<file path="config.mk">
export PLATFORM = sky130hd
export DESIGN_NAME = rvfi_trace_arbiter
export DESIGN_NICKNAME = d
export VERILOG_FILES = /design/src/rtl/rvfi_pkg.sv /design/src/rtl/rvfi_commit_packer.sv /design/src/rtl/rvfi_trace_arbiter.sv
export SDC_FILE = /design/constraint.sdc
export NUM_CORES = 2
export LEC_CHECK = 0
export ABC_AREA = 1
export ABC_CLOCK_PERIOD_IN_PS = 18500
export CORE_MARGIN = 2
export CORE_UTILIZATION = 30
export DETAILED_ROUTE_END_ITERATION = 10
export HOLD_SLACK_MARGIN = 0.03
export PLACE_DENSITY = 0.55
export SLEW_MARGIN = 20
export SYNTH_ARGS = -nofsm -noshare
export SYNTH_HDL_FRONTEND = slang
export SYNTH_HIERARCHICAL = 1
export SYNTH_SLANG_ARGS = --single-unit
</file>
<file path="constraint.sdc">
create_clock -name clk_i -period 18.5 [get_ports clk_i]
set_clock_uncertainty 0.1 [all_clocks]
set_input_delay 1.85 -clock clk_i [delete_from_list [all_inputs] [get_ports clk_i]]
set_output_delay 1.85 -clock clk_i [all_outputs]
set_load 0.005 [all_outputs]
</file>
<file path="src/rtl/rvfi_pkg.sv">
// ============================================================================
// Module  : rvfi_pkg
// Purpose : RVFI commit record type and the serialized trace record built on
//           it by rvfi_trace_arbiter.
// Types   : rvfi_instr_t     - one commit-port record
//           rvfi_trace_rec_t - {instr, seq, port} as emitted on the trace
// Revision: 1.0 - initial release
// ============================================================================
`default_nettype none

package rvfi_pkg;

   localparam int unsigned c_XLEN = 32;

   typedef struct packed {
      logic              valid;
      logic [63:0]       order;
      logic [31:0]       insn;
      logic              trap;
      logic              halt;
      logic              intr;
      logic [1:0]        mode;
      logic [4:0]        rs1_addr;
      logic [4:0]        rs2_addr;
      logic [4:0]        rd_addr;
      logic [c_XLEN-1:0] rd_wdata;
      logic [c_XLEN-1:0] pc_rdata;
      logic [c_XLEN-1:0] pc_wdata;
      logic [c_XLEN-1:0] mem_addr;
   } rvfi_instr_t;

   typedef struct packed {
      rvfi_instr_t instr;
      logic [31:0] seq;
      logic [7:0]  port;
   } rvfi_trace_rec_t;

endpackage

`default_nettype wire

</file>
<file path="src/rtl/rvfi_commit_packer.sv">
// ============================================================================
// Module  : rvfi_commit_packer
// Purpose : Purely combinational compaction of one cycle's commit records.
//           Eligible ports (valid or trap) are packed into the low slots in
//           ascending port order; each slot carries its source port index.
// Ports   : i_rvfi   - per-port commit records
//           o_n      - number of eligible records (0..NR_COMMIT_PORTS)
//           o_packed - compacted records, slots >= o_n are zero
//           o_port   - source port of each packed slot
// Revision: 1.0 - initial release
// ============================================================================
`default_nettype none

module rvfi_commit_packer
   import rvfi_pkg::*;
#(
   parameter int unsigned NR_COMMIT_PORTS = 2
) (
   input  rvfi_instr_t [NR_COMMIT_PORTS-1:0]       i_rvfi,
   output logic [$clog2(NR_COMMIT_PORTS+1)-1:0]    o_n,
   output rvfi_instr_t [NR_COMMIT_PORTS-1:0]       o_packed,
   output logic [NR_COMMIT_PORTS-1:0][7:0]         o_port
);

   localparam int unsigned c_N_W = $clog2(NR_COMMIT_PORTS + 1);

   always_comb begin
      int w_cnt;
      w_cnt    = 0;
      o_packed = '0;
      o_port   = '0;
      for (int p = 0; p < int'(NR_COMMIT_PORTS); p++) begin
         if (i_rvfi[p].valid || i_rvfi[p].trap) begin
            // Slot selection by comparison keeps the slot index a constant,
            // so no variable-width array select is needed.
            for (int k = 0; k < int'(NR_COMMIT_PORTS); k++) begin
               if (k == w_cnt) begin
                  o_packed[k] = i_rvfi[p];
                  o_port[k]   = 8'(p);
               end
            end
            w_cnt = w_cnt + 1;
         end
      end
      o_n = c_N_W'(w_cnt);
   end

endmodule

`default_nettype wire

</file>
<file path="src/rtl/rvfi_trace_arbiter.sv">
// ============================================================================
// Module  : rvfi_trace_arbiter
// Purpose : Serializes all RVFI commit ports into one ordered, back-pressured
//           trace stream through a FIFO. Each record gets a global sequence
//           number; a cycle whose records do not all fit is dropped whole and
//           counted.
// Ports   : clk_i, rst_i      - clock, synchronous active-high reset
//           rvfi_i            - per-port commit records (port 0 oldest)
//           trace_valid_o/_o  - head record valid / head record
//           trace_ready_i     - consumer accepts head record
//           level_o           - FIFO occupancy
//           overflow_o        - sticky, set on first dropped cycle
//           drop_cnt_o        - saturating count of dropped records
// Revision: 1.0 - initial release
// ============================================================================
`default_nettype none

module rvfi_trace_arbiter
   import rvfi_pkg::*;
#(
   parameter int unsigned NR_COMMIT_PORTS = 2,
   parameter int unsigned DEPTH           = 8
) (
   input  logic                               clk_i,
   input  logic                               rst_i,
   input  rvfi_instr_t [NR_COMMIT_PORTS-1:0]  rvfi_i,
   output logic                               trace_valid_o,
   input  logic                               trace_ready_i,
   output rvfi_trace_rec_t                    trace_o,
   output logic [$clog2(DEPTH):0]             level_o,
   output logic                               overflow_o,
   output logic [31:0]                        drop_cnt_o
);

   localparam int unsigned c_PTR_W = $clog2(DEPTH);
   localparam int unsigned c_LVL_W = c_PTR_W + 1;
   localparam int unsigned c_N_W   = $clog2(NR_COMMIT_PORTS + 1);

   rvfi_trace_rec_t                   r_mem [DEPTH];
   logic [c_PTR_W-1:0]                r_wr_ptr;
   logic [c_PTR_W-1:0]                r_rd_ptr;
   logic [c_LVL_W-1:0]                r_level;
   logic [31:0]                       r_seq;
   logic [31:0]                       r_drop_cnt;
   logic                              r_overflow;

   logic [c_N_W-1:0]                  w_n;
   rvfi_instr_t [NR_COMMIT_PORTS-1:0] w_packed;
   logic [NR_COMMIT_PORTS-1:0][7:0]   w_port;
   logic                              w_pop;
   logic                              w_accept;
   logic [c_LVL_W:0]                  w_free;
   logic [32:0]                       w_drop_sum;

   rvfi_commit_packer #(
      .NR_COMMIT_PORTS (NR_COMMIT_PORTS)
   ) u_packer (
      .i_rvfi   (rvfi_i),
      .o_n      (w_n),
      .o_packed (w_packed),
      .o_port   (w_port)
   );

   assign w_pop      = trace_valid_o && trace_ready_i;
   // A same-cycle pop frees one slot for this cycle's push.
   assign w_free     = (c_LVL_W+1)'(DEPTH) - {1'b0, r_level} + (c_LVL_W+1)'(w_pop);
   assign w_accept   = ((c_LVL_W+1)'(w_n) <= w_free);
   assign w_drop_sum = {1'b0, r_drop_cnt} + 33'(w_n);

   always_ff @(posedge clk_i) begin
      if (rst_i) begin
         r_wr_ptr   <= '0;
         r_rd_ptr   <= '0;
         r_level    <= '0;
         r_seq      <= '0;
         r_drop_cnt <= '0;
         r_overflow <= 1'b0;
      end else begin
         if (w_accept) begin
            r_wr_ptr <= r_wr_ptr + c_PTR_W'(w_n);
            r_seq    <= r_seq + 32'(w_n);
         end else begin
            // Whole cycle rejected: sequence numbers are not consumed.
            r_drop_cnt <= w_drop_sum[32] ? '1 : w_drop_sum[31:0];
            r_overflow <= 1'b1;
         end
         if (w_pop) begin
            r_rd_ptr <= r_rd_ptr + c_PTR_W'(1);
         end
         r_level <= r_level + (w_accept ? c_LVL_W'(w_n) : '0) - c_LVL_W'(w_pop);
      end
   end

   // Storage is not reset; occupancy is tracked solely by r_level.
   always_ff @(posedge clk_i) begin
      if (!rst_i && w_accept) begin
         for (int k = 0; k < int'(NR_COMMIT_PORTS); k++) begin
            if (k < int'(w_n)) begin
               r_mem[r_wr_ptr + c_PTR_W'(k)] <= '{instr: w_packed[k],
                                                  seq:   r_seq + 32'(k),
                                                  port:  w_port[k]};
            end
         end
      end
   end

   assign trace_valid_o = (r_level != '0);
   assign trace_o       = r_mem[r_rd_ptr];
   assign level_o       = r_level;
   assign overflow_o    = r_overflow;
   assign drop_cnt_o    = r_drop_cnt;

endmodule

`default_nettype wire

</file>
==> flow_summary.json <==
{
  "vias": 102000,
  "path_max_fanout": 178,
  "area_delta_synth_final_pct": 14.7,
  "yosys_register_bits": 2358,
  "grt_overflow_total": 0,
  "synth_top_family_by_area": "simple AND/OR/NAND/NOR gates",
  "synthDistinctLibCells": 40,
  "finalHoldViolations": 0,
  "viasPerCell": 5.13,
  "synth_warnings": 6,
  "final_common_cell": "nand2_1",
  "tns_ns": 0,
  "r2r-start": "level_o[2]",
  "routed_wl_um": 440000,
  "synth_compound_area_share_pct": 17.1,
  "ios": 816,
  "rrSetupSlack_ns": 11.28,
  "stdcell_count": 19900,
  "dp.cells": 19400,
  "grt_pass1_vias": 95800,
  "hp-class": "reg -> reg",
  "gp_congestion": 0.866,
  "antenna_left": 0,
  "ctsResizeCount": 0,
  "design_area_mm2": 0.142,
  "max-cap-violations": 0,
  "synth-simple-area-share_pct": 18.7,
  "synth_area_per_cell_um2": 8.65,
  "cp-start-kind": "input port",
  "cts_hold_buffers": 0,
  "final_cell_mix": "3306 x nand2_1, 3260 x o21ai_0, 2364 x nor2_1",
  "syn_inst": 14300,
  "reg2reg_depth": 20,
  "max_clock_freq_mhz": 114,
  "cts-root-buf": "clkbuf_16",
  "core_region_area_mm2": 0.412,
  "drive_gt1_share_pct": 4.01,
  "p_total_mw": 18.6,
  "multi_input_area_mm2": 0.0454,
  "cpMostUsedCell": "buf_4",
  "grt_pass1_wl_um": 642000,
  "cts_buffers": 281,
  "hold_depth": 1,
  "rsz0062_at_grt": "no",
  "antenna_found_initial": 18,
  "path_cells": "clkdlybuf4s50_1, nor2_4, buf_4, ha_1, inv_1, inv_1, ha_1, nand2_1, inv_1, nor2_2, nand4_4, buf_4, nand4_1, buf_12, buf_4, buf_4, buf_4, buf_4, o21ai_0",
  "syn_area_mm2": 0.124,
  "holdPathEnd": "r_rd_ptr[2]",
  "synth_fa_ha_area_share_pct": 0.267,
  "critical_path_class": "in -> reg",
  "setup_viol_count_final": 0,
  "met3_usage_pct": 2.25,
  "ys_seq_area_share_pct": 56.5,
  "synth-xor-area-share_pct": 0.430,
  "vdd_drop_max_mv": 0.108,
  "htreeDepth": 5,
  "powerDensity_mw_per_mm2": 131,
  "use_met1_pct": 26.2,
  "portBuffers": 815,
  "arrival_ns": 9.26,
  "min_period_over_period_pct": 47.3,
  "route.detailed.drc": 0,
  "cpMaxStageDelayCell": "buf_4",
  "grt.busiest_layer": "met2",
  "ff_latch_area_mm2": 0.0700,
  "cts_tree": "done",
  "cp.required_ns": 19.01,
  "grt_use_met2_pct": 34.6,
  "worstHoldStart": "r_rd_ptr[2]",
  "max_stage_delay_ns": 0.76,
  "track_usage_pct": 20.2,
  "post_drt_wl_per_cell_um": 22.1,
  "dr.pass1.iters": 6,
  "min_period_ns": 8.75,
  "initial_core_util_pct": 30.1,
  "dpl.hpwl_um": 265000,
  "dieHeight_um": 647,
  "synth_mux_area_share_pct": 0,
  "cts_sinks": 2358,
  "drv_slew": 0,
  "die_area_mm2": 0.418,
  "clock_latency_ns": 0.90,
  "first_iter_violations": 9709,
  "clkTransAtPathRegs_ns": 0.06,
  "grt_max_degree": 199,
  "clockBufferDepth": 4,
  "nNetsFinal": 14700,
  "placed_area_mm2": 0.133,
  "p_leak_nw": 51.6,
  "cts_setup_buffers": 0,
  "die-width_um": 647,
  "status": "completed",
  "fill_cells": 42300,
  "fin_util_pct": 34.5,
  "reg2reg_to": "r_mem[3][148]",
  "tightest_slew_ns": 1.20,
  "worst_setup_path_end_kind": "flop",
  "rows": 236,
  "slew_headroom_pct": 20.3
}
kinds of logic (layout without fill, tap and decap cells):
family,count (synthesis),in the layout
simple gates,6031,6031
buf+inv,1761,1847
fa+ha+maj,24,24
compound gates,4087,4087
xor+xnor,60,60
other cells,1,21
flops,2358,2358
metrics by stage:
stage,hold slack [ns],setup slack (ns)
3_3_place_gp,0.325,8.88
6_report,0.341,9.75
5_1_grt,0.369,9.33
2_1_floorplan,0.312,7.65
4_1_cts,0.344,9.86
3_5_place_dp,0.334,8.88
critical path: cells and delay by family:
family | cells | cell delay [ns]
simple gates | 5 | 1.12
compound gates | 1 | 0.16
fa+ha+maj | 2 | 0.61
buf+inv | 11 | 5.17
worst max path at each step:
stage / from / endpoint / slack [ns]
2_1_floorplan: rvfi_i[392] / r_mem[4][0] / 7.65
3_3_place_gp: rvfi_i[244] / r_mem[3][164] / 8.88
3_5_place_dp: rvfi_i[244] / r_mem[3][115] / 8.88
4_1_cts: rvfi_i[244] / r_mem[1][209] / 9.86
5_1_grt: rvfi_i[244] / r_mem[3][126] / 9.33
6_report: rvfi_i[244] / r_mem[3][148] / 9.75
metal layers:
layer / up-vias / part of all wire, %
met1: 49400 / 42
met3: 644 / 5.5
met5: - / 0.021
met4: 14 / 3.9
met2: 3373 / 49
li1: 48700 / -
where the power goes:
| part | total (mW) | switching, mW | internal (mW) |
|---|---|---|---|
| Combinational | 6.03 | 4.18 | 1.85 |
| Sequential | 7.24 | 0.204 | 7.04 |
| Clock | 5.32 | 2.37 | 2.95 |
cell type report:
| cell class | count | share of cell area [%] |
|---|---|---|
| clock buffer | 365 | 5.22 |
| antenna | 7 | 0.0123 |
| timing repair buffer | 983 | 6.87 |
| clock inverter | 134 | 0.828 |
| tap | 5474 | 4.82 |
| sequential | 2358 | 49.3 |
| multi-input combinational | 10200 | 32.0 |
| inverter | 365 | 0.985 |
registers in the layout, summed over array words and instances, names as in the netlist, named ones only:
register and count:
drop_cnt_o 32, r_mem 2280, r_seq 32, overflow_o 1
r_wr_ptr 3, r_rd_ptr 3, level_o 4
Yosys cell counts (all sizes together):
library cell / instances / share of area, %
o21ai: 3441 / 14
nand2: 3317 / 10
nor2: 2370 / 7.2
edfxtp: 2280 / 55
buf: 900 / 4.3
clkbuf: 496 / 1.6
inv: 360 / 1.1
nand3: 292 / 1.2
a31oi: 285 / 1.4
o22ai: 285 / 1.4
dfxtp: 78 / 1.3
a21oi: 71 / 0.29
xor2: 46 / 0.33
ha: 20 / 0.20
nand4: 18 / 0.12
nor3: 18 / 0.086
xnor2: 14 / 0.099
nand3b: 11 / 0.067
clkinv: 5 / 0.015
fa: 4 / 0.065
o21bai: 3 / 0.018
or2: 3 / 0.015
a21boi: 1 / 0.0061
a21o: 1 / 0.0061
and3: 1 / 0.0051
conb: 1 / 0.0030
nor4: 1 / 0.0051
Power figures use the tool's default switching activity.
